### src/rtl/bcd_to_binary_seq.sv
// rtl/bcd_to_binary_seq.sv - sequential packed-BCD to binary converter (reverse double-dabble)
// Optional feature macro: BCD_SIGN_EN (adds sign_in, two's-complement bin_out of BIN_W+1 bits)
module bcd_to_binary_seq #(
  parameter int NUM_DIGITS = 8,
  parameter int BIN_W      = 27
) (
  input  logic                    clk,
  input  logic                    rst_n,
  input  logic                    start,
  input  logic [4*NUM_DIGITS-1:0] bcd_in,
`ifdef BCD_SIGN_EN
  input  logic                    sign_in,
  output logic [BIN_W:0]          bin_out,
`else
  output logic [BIN_W-1:0]        bin_out,
`endif
  output logic                    busy,
  output logic                    done,
  output logic                    err
);

  localparam int BCD_W     = 4 * NUM_DIGITS;
  localparam int SR_W      = BCD_W + BIN_W;
  localparam int CNT_W     = $clog2(BIN_W + 1);
  // Minimum bits to hold 10^NUM_DIGITS-1, i.e. ceil(3.3220*NUM_DIGITS) in integer form
  localparam int MIN_BIN_W = (33220 * NUM_DIGITS + 9999) / 10000;
`ifdef BCD_SIGN_EN
  localparam int OUT_W     = BIN_W + 1;
`else
  localparam int OUT_W     = BIN_W;
`endif

  generate
    if (NUM_DIGITS < 1 || NUM_DIGITS > 8 || BIN_W < MIN_BIN_W) begin : g_param_check
      $error("bcd_to_binary_seq: NUM_DIGITS must be 1..8 and BIN_W >= ceil(3.3220*NUM_DIGITS)");
    end
  endgenerate

  typedef enum logic [1:0] {
    IDLE  = 2'd0,
    SHIFT = 2'd1,
    DONE  = 2'd2
  } state_t;

  state_t             state_q;
  logic [SR_W-1:0]    sr_q;
  logic [SR_W-1:0]    sr_d;
  logic [SR_W-1:0]    sr_shift;
  logic [CNT_W-1:0]   cnt_q;
  logic [OUT_W-1:0]   bin_q;
  logic               busy_q;
  logic               done_q;
  logic               err_q;
  logic               bad_digit;
`ifdef BCD_SIGN_EN
  logic               sign_q;
`endif

  // Flag any input nibble above 9; only meaningful in the accepting cycle
  always_comb begin
    bad_digit = 1'b0;
    for (int i = 0; i < NUM_DIGITS; i++) begin
      if (bcd_in[4*i +: 4] > 4'd9) begin
        bad_digit = 1'b1;
      end
    end
  end

  // One reverse double-dabble step: shift right, then pull every digit >= 8 down by 3
  always_comb begin
    sr_shift = sr_q >> 1;
    sr_d     = sr_shift;
    for (int i = 0; i < NUM_DIGITS; i++) begin
      if (sr_shift[BIN_W + 4*i +: 4] >= 4'd8) begin
        sr_d[BIN_W + 4*i +: 4] = sr_shift[BIN_W + 4*i +: 4] - 4'd3;
      end
    end
  end

  // Control FSM with registered handshake and result outputs
  always_ff @(posedge clk or negedge rst_n) begin
    if (!rst_n) begin
      state_q <= IDLE;
      sr_q    <= '0;
      cnt_q   <= '0;
      bin_q   <= '0;
      busy_q  <= 1'b0;
      done_q  <= 1'b0;
      err_q   <= 1'b0;
`ifdef BCD_SIGN_EN
      sign_q  <= 1'b0;
`endif
    end else begin
      done_q <= 1'b0;
      case (state_q)
        IDLE: begin
          if (start) begin
            busy_q <= 1'b1;
            if (bad_digit) begin
              // Invalid operand: report immediately, nothing to shift
              err_q   <= 1'b1;
              bin_q   <= '0;
              done_q  <= 1'b1;
              state_q <= DONE;
            end else begin
              sr_q    <= {bcd_in, {BIN_W{1'b0}}};
              err_q   <= 1'b0;
              cnt_q   <= '0;
              state_q <= SHIFT;
`ifdef BCD_SIGN_EN
              sign_q  <= sign_in;
`endif
            end
          end
        end
        SHIFT: begin
          if (cnt_q == CNT_W'(BIN_W)) begin
            // All bits have migrated into the binary part; BCD part is now zero
`ifdef BCD_SIGN_EN
            if (sign_q) begin
              bin_q <= -{1'b0, sr_q[BIN_W-1:0]};
            end else begin
              bin_q <= {1'b0, sr_q[BIN_W-1:0]};
            end
`else
            bin_q <= sr_q[BIN_W-1:0];
`endif
            done_q  <= 1'b1;
            state_q <= DONE;
          end else begin
            sr_q  <= sr_d;
            cnt_q <= cnt_q + 1'b1;
          end
        end
        DONE: begin
          busy_q  <= 1'b0;
          state_q <= IDLE;
        end
        default: begin
          busy_q  <= 1'b0;
          state_q <= IDLE;
        end
      endcase
    end
  end

  assign busy    = busy_q;
  assign done    = done_q;
  assign bin_out = bin_q;
  assign err     = err_q;

endmodule

### config.mk
export PLATFORM = sky130hd
export DESIGN_NAME = bcd_to_binary_seq
export DESIGN_NICKNAME = d
export VERILOG_FILES = /design/src/rtl/bcd_to_binary_seq.sv
export SDC_FILE = /design/constraint.sdc
export NUM_CORES = 1
export LEC_CHECK = 0
export ABC_AREA = 1
export CORE_UTILIZATION = 30
export CTS_CLUSTER_DIAMETER = 30
export DETAILED_ROUTE_END_ITERATION = 7
export PLACE_DENSITY = 0.56
export SETUP_SLACK_MARGIN = 0.1
export SLEW_MARGIN = 20
export SYNTH_ARGS = -nofsm -noshare
export SYNTH_HDL_FRONTEND = slang
export SYNTH_SLANG_ARGS = --single-unit
### constraint.sdc
create_clock -name clk -period 1.9 [get_ports clk]
set_input_delay 0.19 -clock clk [delete_from_list [all_inputs] [get_ports clk]]
set_output_delay 0.19 -clock clk [all_outputs]
set_load 0.005 [all_outputs]
=== After elaboration in Yosys (flattened, before gate mapping) ===
Index checks and enable logic that the tools add are counted.

* Bits in registers: 96
* Output and inout bits: 30
* Input bits: 35

* Bitwise logic cells: 1
* Reduce and logical (&&, ||, !) cells: 7
* Equal/unequal tests: 7
* $add $sub $neg: 9
* $lt $le $gt $ge: 16
* Multiplexer cells: 38

{| class="wikitable"
|+ Operator list
! cell !! number
|-
| 59-bit two-way mux || 3
|-
| 59-bit one-hot mux with 2 select lines || 1
|-
| 27-bit two-way mux || 3
|-
| 27-bit one-hot mux with 2 select lines || 1
|-
| 4-bit > comparator, second input constant || 8
|-
| 4-bit two-way mux || 8
|-
| 4-bit >= comparator, second input constant || 7
|-
| 4-bit by 2-bit subtractor with 4-bit output, second input constant || 7
|-
| 5-bit two-way mux || 3
|-
| 1-bit two-way mux || 12
|-
| 2-bit inequality test, second input constant || 5
|-
| 5-bit one-hot mux with 2 select lines || 1
|-
| 4-bit AND reduction || 2
|-
| 2-bit two-way mux || 3
|-
| 2-bit AND reduction || 3
|-
| 5-bit by 1-bit adder with 5-bit output, second input constant || 1
|-
| 5-bit == test, second input constant || 1
|-
| 3-bit by 4-bit >= comparator with 1-bit output, second input constant || 1
|-
| 1-bit one-hot mux with 2 select lines || 2
|-
| 2-bit one-hot mux with 2 select lines || 1
|-
| 3-bit by 2-bit subtractor with 4-bit output, second input constant || 1
|-
| 2-bit by 1-bit == test with 1-bit output, second input constant || 1
|-
| 2-bit logical NOT || 1
|-
| 2-bit nonzero test || 1
|-
| 1-bit inverter || 1
|}

=== Depth between registers and ports, before layout ===
* Word-level depth: 12
* Mapped depth: 9
* Depth with buffers taken out: 7

=== Worst setup path after synthesis ===
Ideal clock, no wire load.

* Path kind: reg2reg
* From: register cnt_q[0]
* To: register bin_q[10], in the netlist bin_out[10]
* Stages on the path, launching flop included: 9
* Library setup time: 0.117 ns
* Data required time: 1.783 ns
* Slack: 0.488 ns
* Buffers on the path: 2
* Period minus slack after synthesis: 1.412 ns
* Data arrival time: 1.294 ns
* Cells stage by stage: dfrtp_1 ha_1 nand3_1 inv_2 nand2_1 buf_2 buf_6 nand3_1 nand2_1

* Word-level cells in the longest chain between the ends: 3

{| class="wikitable"
|+ RTL lines
! item !! line !! text
|-
| start: declaration || 49 || <nowiki>logic [CNT_W-1:0] cnt_q;</nowiki>
|-
| start signal: assignment || 132 || <nowiki>cnt_q <= cnt_q + 1'b1;</nowiki>
|-
| 5-bit == test || 117 || <nowiki>if (cnt_q == CNT_W'(BIN_W)) begin</nowiki>
|-
| 2-bit inequality test (no source line) || -- ||
|-
| 4-bit AND reduction (no source line) || -- ||
|-
| end signal: assignment || 126 || <nowiki>bin_q <= sr_q[BIN_W-1:0];</nowiki>
|-
| end: declaration || 50 || <nowiki>logic [OUT_W-1:0] bin_q;</nowiki>
|}

Every way passes these cells.
A chain may end at the register's enable or synchronous reset.

=== Final worst setup path ===
* From: register cnt_q[0]
* To: register sr_q[6]

* Word-level cells in the longest chain between the ends: 3

{| class="wikitable"
|+ RTL lines
! item !! line !! text
|-
| 5-bit == test || 117 ||
|-
| 2-bit inequality test (no source line) || -- ||
|-
| 4-bit AND reduction (no source line) || -- ||
|-
| end signal: assignment || 106 || <nowiki>sr_q <= {bcd_in, {BIN_W{1'b0}}};</nowiki>
|-
| end signal: assignment || 131 || <nowiki>sr_q <= sr_d;</nowiki>
|-
| end: declaration || 46 || <nowiki>logic [SR_W-1:0] sr_q;</nowiki>
|}

Every way passes these cells.

==> out/summary.txt <==
Status -> finished clean
WL final -> 12.8 mm
Fin worst setup slack -> 313 ps
Initial core utilization -> 31.1%
DRT iter0 DRCs -> 287
FP Rows -> 47
R2R Setup Slk -> 310 ps
Sequential power share -> 46.6%
Antenna cells -> 0
Worst rel slew slack -> 70.4%
Synthesized netlist cell count -> 672
CTS H-tree depth -> 3
Largest family of logic cells by synthesized area -> simple AND/OR/NAND/NOR gates
Max incr delay on CP -> 420 ps
Worst-path maximum fanout -> 26
Initial DRT Pass Iterations -> 5
# setup viols final -> 0
Die X -> 134 um
Nets -> 772
Crit path time final -> 1590 ps
P_leak -> 3.19 nW
Fmax -> 630 MHz
Clk sinks -> 96
Pre-CTS setup slack -> 80.5 ps
Height of the die -> 134 um
CTS buffer count -> 9
Remaining DRCs -> 0
Gr ovfl total -> 0
Reg clk slew, reported paths -> 70 ps
WL/cell -> 13.5 um
Worst setup path class -> flip-flop to flip-flop
CP required -> 2190 ps
Slew @ Worst Pin -> 445 ps
Max Cap Viol -> 0
Setup TNS after final layout -> 0 ps
Slew Limit Fails -> 0
Synth Area in Compound Gates -> 4.80%
Share of the synthesized area in the top cell type -> 46.1%
Post-DRT Antenna Nets -> 0
Worst VDD drop -> 448 uV
Sw Ratio -> 32.9%
Post-Synthesis Mean Instance Area -> 7.76 um^2
Initial antenna violation count -> 0
Multiplexer share of the synthesized area -> 0%
RR Startpoint -> cnt_q[0]
Post-synthesis sequential area ratio -> 46.1%
Hold WC Path Type -> input port to async pin
Clk_lat worst skew -> 350 ps
Final cell count without fillers -> 947
Vias per inst -> 4.74
Crit-path slowest cell -> dfrtp_1
Total Power -> 5.79 mW
Cell Area, Synth -> 0.00522 mm^2
Total track usage -> 15.2%
Area delta synth->final -> 23.2%
Crit path capture type -> flip-flop
Layout cell share with drive strength beyond 1 -> 6.88%
Clock root buffer -> clkbuf_16
Post-cts sizing count -> 0
R2R cell count -> 7
I/O pin total -> 65
P_int -> 3.89 mW
CTS Buffer Depth -> 2
PortBufs -> 64
Routed vias -> 4488
Mapped Nets -> 722
Core footprint -> 0.0168 mm^2
CTS tree -> done
Yosys cell types -> 19
Worst EP arrival -> 1880 ps
R2R Path End -> sr_q[6]
Die ar. -> 0.0179 mm^2
Synth Area in Simple Gates -> 33.7%
Area contributors post-synth -> dfrtp_1 (46%), nand3_1 (15%), nand2_1 (11%)
Clock power frac -> 31.6%
Most common cell after layout, fill and taps aside -> nand2_1
CP Cell Sequence -> ha_1 -> nand3_1 -> nand2_2 -> nand2_2 -> buf_4 -> nand3_1 -> nand2_1
Post-layout util -> 38.4%
Synth warn -> 0
Yosys reg bits -> 96
Placed cell area -> 0.00612 mm^2
Post-route cell area -> 0.00643 mm^2
Tcrit/Tclk final -> 83.5%
Post-Synth Adder-Cell Area -> 3.60%
CP Launch Type -> flip-flop
Routability Congestion -> 0.742
Hold_ws -> 316 ps
Final Hold Viols -> 0
Placed insts -> 930
Clock Skew -> 7.76 ps
Commonest non-fill, non-tap cells in the layout -> nand2_1 (159), nand3_1 (156), dfrtp_1 (96)
Synth Area in XOR/XNOR -> 2.69%
PD cells -> 901 mW/mm^2
Largest net degree at the start of global routing -> 50
Post-DP HPWL -> 7.81 mm
Vias in the first global route -> 4285
Gate power share -> 21.9%
RSZ-0062 raised after global routing -> no
Synth area leader -> dfrtp_1
First-pass GRT wire length -> 21.8 mm
Switch Pwr -> 1.90 mW
[worst max path at each step]
| stage | from | to | slack (ps) |
|---|---|---|---|
| floorplan | cnt_q[0] | bin_out[10] | 490 |
| global placement | bcd_in[2] | bin_out[21] | 90 |
| detailed placement | bcd_in[21] | sr_q[32] | 80 |
| CTS | cnt_q[0] | sr_q[24] | 320 |
| global route | cnt_q[0] | sr_q[2] | 140 |
| finish | cnt_q[0] | sr_q[6] | 310 |
[sequential cells by signal (all words and copies together) (netlist names)]
register  flops
busy          1
bin_out      27
err           1
done          1
cnt_q         5
sr_q         59
state_q       2
[final cells by class]
type	count	area (um^2)
inverters	54	203
flip-flops and latches	96	2400
multi-input cells	473	2340
fillers	1750	10300
clock buffers	10	239
clock inverters	6	61.3
repair buffers	88	908
well taps	220	275
[logic make-up after synthesis]
logic type | Yosys count
and+or+nand+nor | 392
buffers and inverters | 103
DFF | 96
AOI/OAI and AO/OA | 50
xor gates and xnor gates | 16
adders and majority gates | 15
[critical path, delay by kind of cell (launching register included)]
family | cells | cell delay, ps
buffers and inverters | 1 | 300
adders and majority gates | 1 | 260
DFF | 1 | 420
and+or+nand+nor | 5 | 550
[synth_stat cells]
cell,count
a21oi_1,13
buf_1,5
buf_2,26
buf_4,2
buf_6,7
clkbuf_1,9
dfrtp_1,96
ha_1,15
inv_1,51
inv_2,3
nand2_1,159
nand2_2,5
nand3_1,157
nand4_1,27
nor2_1,43
nor2_4,1
o21ai_0,37
xnor2_1,8
xor2_1,8
[power groups by stage]
stage          clock network, mW  registers, mW  logic [mW]
6_report                    1.83           2.70        1.27
3_3_place_gp                   0           2.73        1.24
5_1_grt                     1.96           2.75        1.49
3_5_place_dp                   0           2.72        1.28
4_1_cts                     1.89           2.69        1.29
2_1_floorplan                  0           2.64       0.926
[layer usage]
metal / GRT usage (%) / share of wire [%]
met1: 21.4 / 52
met2: 23.5 / 44
met3: 3.70 / 3.4
met4: 3.66 / 0.70
met5: 0 / 0
[repair_timing]
| item | CTS | global route |
|---|---|---|
| hold buffers | 1 | 0 |
| endpoints found under the hold margin | 32 | 0 |
| buffers inserted | 0 | 0 |
Power figures use the tool's default switching activity.
